==> src/rtl/if_fetch_stage.sv <==
// Instruction fetch: PC register, IF/ID pipeline register, stall/redirect handling.
// Optional direct-mapped BTB enabled by defining IF_BTB_EN.
module if_fetch_stage #(
  parameter logic [31:0] RESET_PC    = 32'h0000_0000,
  parameter logic [31:0] NOP_INSTR   = 32'h0000_0000,
  parameter int          BTB_ENTRIES = 16
) (
  input  logic        clk,
  input  logic        reset,
  input  logic        stall_i,
  input  logic        redirect_i,
  input  logic [31:0] redirect_pc_i,
  output logic [31:0] imem_addr_o,
  input  logic [31:0] imem_rdata_i,
  output logic [31:0] pc_o,
  output logic        if_id_valid_o,
  output logic [31:0] if_id_pc_o,
  output logic [31:0] if_id_pcp4_o,
  output logic [31:0] if_id_ins_o,
  output logic        if_id_pred_taken_o,
  output logic [31:0] fetch_cnt_o,
  output logic [15:0] flush_cnt_o,
  input  logic        btb_upd_i,
  input  logic [31:0] btb_upd_pc_i,
  input  logic [31:0] btb_upd_target_i
);

  logic [31:0] r_pc;
  logic        r_valid;
  logic [31:0] r_id_pc;
  logic [31:0] r_id_pcp4;
  logic [31:0] r_id_ins;
  logic        r_id_pred;
  logic [31:0] r_fetch_cnt;
  logic [15:0] r_flush_cnt;

  logic [31:0] w_pcp4;
  logic        w_hit;
  logic [31:0] w_btb_tgt;

  assign w_pcp4 = r_pc + 32'd4;

`ifdef IF_BTB_EN
  localparam int IW = $clog2(BTB_ENTRIES);
  localparam int TW = 30 - IW;

  logic [BTB_ENTRIES-1:0] r_btb_v;
  logic [TW-1:0]          r_btb_tag [BTB_ENTRIES];
  logic [31:0]            r_btb_tgt [BTB_ENTRIES];

  logic [IW-1:0] w_idx;
  logic [IW-1:0] w_upd_idx;
  logic [1:0]    w_unused;

  assign w_idx     = r_pc[IW+1:2];
  assign w_upd_idx = btb_upd_pc_i[IW+1:2];
  assign w_hit     = r_btb_v[w_idx] &&
                     (r_btb_tag[w_idx] == r_pc[31:IW+2]);
  assign w_btb_tgt = r_btb_tgt[w_idx];
  assign w_unused  = btb_upd_pc_i[1:0];

  always_ff @(posedge clk) begin
    if (reset) begin
      r_btb_v <= '0;
    end else if (btb_upd_i) begin
      r_btb_v[w_upd_idx] <= 1'b1;
    end
  end

  // Payload needs no reset; valid bits gate every use.
  always_ff @(posedge clk) begin
    if (btb_upd_i) begin
      r_btb_tag[w_upd_idx] <= btb_upd_pc_i[31:IW+2];
      r_btb_tgt[w_upd_idx] <= btb_upd_target_i;
    end
  end
`else
  logic w_unused;

  assign w_hit     = 1'b0;
  assign w_btb_tgt = 32'h0;
  assign w_unused  = ^{btb_upd_i, btb_upd_pc_i, btb_upd_target_i};
`endif

  always_ff @(posedge clk) begin
    if (reset) begin
      r_pc        <= RESET_PC;
      r_valid     <= 1'b0;
      r_id_pc     <= 32'h0;
      r_id_pcp4   <= 32'h0;
      r_id_ins    <= NOP_INSTR;
      r_id_pred   <= 1'b0;
      r_fetch_cnt <= 32'h0;
      r_flush_cnt <= 16'h0;
    end else if (redirect_i) begin
      r_pc      <= {redirect_pc_i[31:2], 2'b00};
      r_valid   <= 1'b0;
      r_id_ins  <= NOP_INSTR;
      r_id_pred <= 1'b0;
      if (r_flush_cnt != 16'hFFFF) begin
        r_flush_cnt <= r_flush_cnt + 16'd1;
      end
    end else if (!stall_i) begin
      r_pc        <= w_hit ? w_btb_tgt : w_pcp4;
      r_valid     <= 1'b1;
      r_id_pc     <= r_pc;
      r_id_pcp4   <= w_pcp4;
      r_id_ins    <= imem_rdata_i;
      r_id_pred   <= w_hit;
      r_fetch_cnt <= r_fetch_cnt + 32'd1;
    end
  end

  assign imem_addr_o        = r_pc;
  assign pc_o               = r_pc;
  assign if_id_valid_o      = r_valid;
  assign if_id_pc_o         = r_id_pc;
  assign if_id_pcp4_o       = r_id_pcp4;
  assign if_id_ins_o        = r_id_ins;
  assign if_id_pred_taken_o = r_id_pred;
  assign fetch_cnt_o        = r_fetch_cnt;
  assign flush_cnt_o        = r_flush_cnt;

endmodule
==> config.mk <==
export PLATFORM = sky130hd
export DESIGN_NAME = if_fetch_stage
export DESIGN_NICKNAME = d
export VERILOG_FILES = /design/src/rtl/if_fetch_stage.sv
export SDC_FILE = /design/constraint.sdc
export NUM_CORES = 1
export LEC_CHECK = 0
export ABC_CLOCK_PERIOD_IN_PS = 3300
export CAP_MARGIN = 5
export CORE_MARGIN = 3
export CORE_UTILIZATION = 42
export CTS_BUF_LIST = sky130_fd_sc_hd__clkbuf_16
export CTS_CLUSTER_SIZE = 30
export DETAILED_ROUTE_END_ITERATION = 10
export HOLD_SLACK_MARGIN = 0.03
export PLACE_DENSITY = 0.8
export SETUP_SLACK_MARGIN = 0.15
export SKIP_CTS_REPAIR_TIMING = 1
export SYNTH_ARGS = -nofsm -noshare
export SYNTH_HDL_FRONTEND = slang
export SYNTH_SLANG_ARGS = --single-unit
==> constraint.sdc <==
create_clock -name clk -period 3.3 [get_ports clk]
set_input_delay 0.495 -clock clk [delete_from_list [all_inputs] [get_ports clk]]
set_output_delay 0.495 -clock clk [all_outputs]
set_load 0.02 [all_outputs]
==> results_dict.tcl <==
set metrics [dict create \
    netlist_area_um2 7770 \
    hold_viol_final 0 \
    period_share 0.780 \
    worstSetupEndpointType "flip-flop" \
    placed_area_um2 10300 \
    crit_buf_inv 1 \
    area_growth_pct 39.6 \
    rsz0062_at_grt "false" \
    die_h_um 142 \
    min-delay-path-class "reg2reg" \
    fmax_mhz 388 \
    finalMaxSlewViolations 0 \
    drcViolationCount 0 \
    worst-path-max-fanout 9 \
    synth_edf_count 0 \
    synthFlopType "dfxtp_1" \
    final_nets 1247 \
    crit_slowest_cell "or4_4" \
    yosysSeqAreaShare 0.440 \
    cts_sinks 171 \
    die-area_um2 20200 \
    grt_max_degree 139 \
    cp-start-kind "flip-flop" \
    combPwrFrac 0.139 \
    cts_tree "built" \
    syn_area_per_cell_um2 8.52 \
    dp_hpwl_um 15200 \
    clock_tree.root_cell "clkbuf_16" \
    cp_slowest_stage_delay_ns 0.69 \
    clockPowerShare 0.402 \
    timing.critical_path.mode_cell "or4_4" \
    drtIter0Drc 431 \
    antenna_found_initial 0 \
    crit_required_ns 3.64 \
    port-buffer-count 266 \
    setup.worst_path.class "reg2reg" \
    max-cap-violations 0 \
    async_reset_ff_frac 0 \
    ir_drop_mv 0.364 \
    cp.arrival_ns 2.92 \
    final_area_um2 10900 \
    cts.htree.levels 4 \
    fillers 1597 \
    die_w_um 142 \
    power.switching_uw 1320 \
    ant_nets 0 \
    ys_seq_elements 171 \
    route.final.wire_length_um 21800 \
    initial_utilization 0.430 \
    dr.pass1.iters 5 \
    critPathTopFamily "simple AND/OR/NAND/NOR gates" \
    layout-drive-gt1-share 0.0560 \
    power.density_nw_per_um2 446 \
    overflow 0 \
    final_util 0.600 \
    gp_congestion 0.821 \
    p_int_uw 3520 \
    status "complete, no violations" \
    first_global_vias 6674 \
    track_usage 0.213 \
    syn_inst 912 \
    yosysWarnings 0 \
    post-route-min-period_ns 2.57 \
    row_count 49 \
    final_cell_mix "264 x clkdlybuf4s50_1, 171 x dfxtp_1, 135 x nor2_1" \
    io_pins 343 \
    insertion_delay_ns 0.43 \
    wl_per_cell_um 16.1 \
    fin_setup_tns_ns 0 \
    yosysUniqueCellTypes 45 \
    path_cells "buf_4 -> ha_1 -> nand3_2 -> or4_4 -> or4_4 -> xnor2_1 -> a211oi_1" \
    final_common_cell "clkdlybuf4s50_1" \
    grt_pass1_wl_um 34900 \
    p_seq_frac 0.459 \
    clkSlewWorstSetupHoldPaths_ns 0.07 \
    whs_ns 0.450 \
    antenna_cells 0 \
    leakage_uw 0.00378 \
    clockBufferDepth 2 \
    worstMarginPinSlew_ns 0.851 \
    core_um2 18100 \
    vias 6989 \
    setup-violations-final 0 \
    vias_per_cell 5.17 \
    cts_made_buffers 17 \
    fin_worst_skew_ns 0.0132 \
    slew_headroom 0.432 \
    p_sw_frac 0.274 \
]
cell usage after synthesis, drive strengths merged (16+ instances only):
| cell type | instances | share of area |
|---|---|---|
| a211oi | 38 | 0.037 |
| a21oi | 51 | 0.033 |
| buf | 54 | 0.048 |
| clkbuf | 51 | 0.025 |
| dfxtp | 171 | 0.44 |
| mux2i | 35 | 0.045 |
| nand2 | 105 | 0.051 |
| nand3 | 24 | 0.017 |
| nand4 | 24 | 0.020 |
| nor2 | 136 | 0.066 |
| nor3 | 25 | 0.019 |
| o21ai | 16 | 0.010 |
| xnor2 | 51 | 0.057 |
| xor2 | 36 | 0.041 |
stage by stage:
step | total power, uW | instances | setup slack [ns]
6_report | 4840 | 1353 | 0.725
5_1_grt | 5030 | 1353 | 0.611
4_1_cts | 4890 | 1353 | 0.727
3_5_place_dp | 2950 | 1321 | 0.688
3_3_place_gp | 2940 | 1321 | 0.727
2_1_floorplan | 2640 | 920 | 0.756
registers in the layout (all words and copies together), names as in the netlist:
signal and count:
fetch_cnt_o 32, if_id_ins_o 32, if_id_pc_o 30, if_id_pcp4_o 30, imem_addr_o 30, flush_cnt_o 16
if_id_valid_o 1
layout make-up:
| cell class | instances | area (um2) | share of cell area |
|---|---|---|---|
| multi-input combinational | 633 | 3780 | 0.348 |
| sequential | 171 | 3420 | 0.315 |
| timing repair buffer | 277 | 2750 | 0.254 |
| clock buffer | 17 | 425 | 0.0392 |
| tap | 229 | 287 | 0.0264 |
| clock inverter | 15 | 143 | 0.0131 |
| inverter | 11 | 41.3 | 0.00380 |
power by group through the flow:
stage | Clock, uW | Combinational [uW] | Sequential, uW
3_5_place_dp | 0 | 676 | 2270
3_3_place_gp | 0 | 667 | 2270
2_1_floorplan | 0 | 306 | 2340
5_1_grt | 2070 | 723 | 2240
6_report | 1950 | 672 | 2220
4_1_cts | 1990 | 678 | 2220
layer usage:
layer | vias up | wire [um] | track usage
li1 | 3471 | - | -
met1 | 3251 | 9330 | 0.264
met2 | 247 | 10600 | 0.357
met3 | 20 | 1690 | 0.0699
met4 | 0 | 257 | 0.0601
met5 | - | 0 | 0
kinds of logic (layout without fill, tap and decap cells):
logic type | after synthesis | count (layout) | synth area share
AND/OR/NAND/NOR | 378 | 378 | 0.235
flip-flops | 171 | 171 | 0.440
AO/OA/AOI/OAI | 121 | 121 | 0.0979
buffers and inverters | 116 | 320 | 0.0782
XOR/XNOR | 87 | 87 | 0.0980
multiplexers | 35 | 35 | 0.0451
adder cells (fa/ha/maj) | 3 | 3 | 0.00483
other | 1 | 9 | 0.000482
tightest hold or removal path: stages, from the launching register on:
cell and delay [ns]:
dfxtp_1 0.31, inv_1 0.04, a21oi_1 0.05
path summary, 6_finish.rpt:
check                           slack, ns  cells past startpoint            from               to
worst max register to register       0.73                      7  imem_addr_o[3]  imem_addr_o[22]
worst min-delay path                 0.45                      2   if_id_valid_o    if_id_valid_o
worst min register to register       0.45                      2   if_id_valid_o    if_id_valid_o
worst max-delay path                 0.73                      7  imem_addr_o[3]  imem_addr_o[22]
Power figures use the tool's default switching activity.
==> RTL change (config.mk and constraints unchanged) <==
Register the output `flush_cnt_o` once more, cleared by the reset; this adds one clock of latency there. The other outputs are not delayed to match.
--- a/src/rtl/if_fetch_stage.sv
+++ b/src/rtl/if_fetch_stage.sv
@@ -119,6 +119,12 @@
   assign if_id_ins_o        = r_id_ins;
   assign if_id_pred_taken_o = r_id_pred;
   assign fetch_cnt_o        = r_fetch_cnt;
-  assign flush_cnt_o        = r_flush_cnt;
+  always_ff @(posedge clk) begin
+    if (reset) begin
+      flush_cnt_o <= '0;
+    end else begin
+      flush_cnt_o <= r_flush_cnt;
+    end
+  end
 
 endmodule
Formal check against the unedited RTL: not equivalent (a bounded check fails within 4 cycles, from zero or initial values and one cycle with reset high).
==> RTL change against the original RTL <==
Design area rose by 7.7%. Final cell count rose by 9.2%. Sequential share of layout area rose by 0.48 points. Non-clock buffer count rose by 5. Worst hold slack improved by 0.0043 ns. Power rose by 8.1%. Wire length rose by 17%. Setup slack improved by 0.035 ns. Sequential cell count rose by 16. Synthesized area rose by 9.9%. Count of clock-buffer cells in the layout did not move. Highest routed layer unchanged.
==> RTL change: results (changes against the original RTL) <==
status completed; Non-clk invs 13 (+2); VDD IR max 0.3578 mV (-1.6%); multi-input gates 698 (+10%); overall routed net length 25520 µm (+17%); multiplexer share of the synthesized area 4.921% (+0.41 points); PwrDens 447.8 nW/µm² (+0.37%); Lkg Pwr 0.003969 µW (+5.1%); worst min-delay path endpoint if_id_pc_o[2]; largest net degree at the start of global routing 87 (-37%); Buffers, non-clock 282 (+1.8%); Comb power frac 13.6% (-0.3 points); Worst EP arrival 2.87 ns (-0.05 ns); area of the multi-input gates 4184 µm² (+11%); Pint 3812 µW (+8.4%); Post-Place Cells 1445 (+9.4%); Distinct cells, synth 53 (+18%); final net count 1335 (+7.1%); total track usage 22.38% (+1.0 points); vias in the first global route 7631 (+14%); Layout clock area frac 5.042% (-0.19 points); DR vias 8303 (+19%); first-pass GRT wire length 40180 µm (+15%); Data buffer area share 23.87% (-1.5 points); Vias/cell 5.622 (+8.8%); CP max FO 11 (+2); Synth Area per Inst 8.492 µm² (-0.37%); die area 22090 µm² (+9.5%); top cells by count, synth 187 x dfxtp_1, 97 x nand2_1, 97 x nor2_1, 68 x a21oi_1, 51 x clkbuf_1; synthesized-area fraction occupied by xor and xnor cells 3.383% (-6.4 points); Final HPWL DP 18050 µm (+19%); Filler cells 1704 (+6.7%); RePlAce Congestion 0.8183 (-0.38%); layout sequential cell count 187 (+9.4%); reg2reg start imem_addr_o[9]; reg2reg setup slack 0.76 ns (+0.04 ns); Crit Reg-Reg Endpoint imem_addr_o[30]; sequential share of the synthesized area 43.82% (-0.22 points); DR iter-0 viols 599 (+39%); Hold Crit Start if_id_pc_o[2]; depth of the worst register-to-register path 4 (-3); Seq/total area 32.03% (+0.48 points)
-- RTL change: layer usage --
layer | GRT usage [%] | vias to the layer above | share of wire (%)
met5 | 0 | - | 0
met4 | 6.005 | 0 | 1.7
met1 | 28.90 | 3939 | 41
li1 | - | 3987 | -
met2 | 36.10 | 343 | 47
met3 | 7.404 | 34 | 9.7
-- RTL change: worst max-delay path by stage --
| stage | start | end | slack (ns) | depth (start not counted) |
|---|---|---|---|---|
| detailed placement | redirect_i | fetch_cnt_o[28] | 0.72 | 6 |
| CTS | imem_addr_o[9] | imem_addr_o[30] | 0.80 | 4 |
| global route | imem_addr_o[9] | imem_addr_o[30] | 0.60 | 4 |
| finish | imem_addr_o[9] | imem_addr_o[30] | 0.76 | 4 |
| floorplan | imem_addr_o[2] | imem_addr_o[28] | 1.07 | 6 |
| global placement | redirect_i | fetch_cnt_o[30] | 0.80 | 6 |
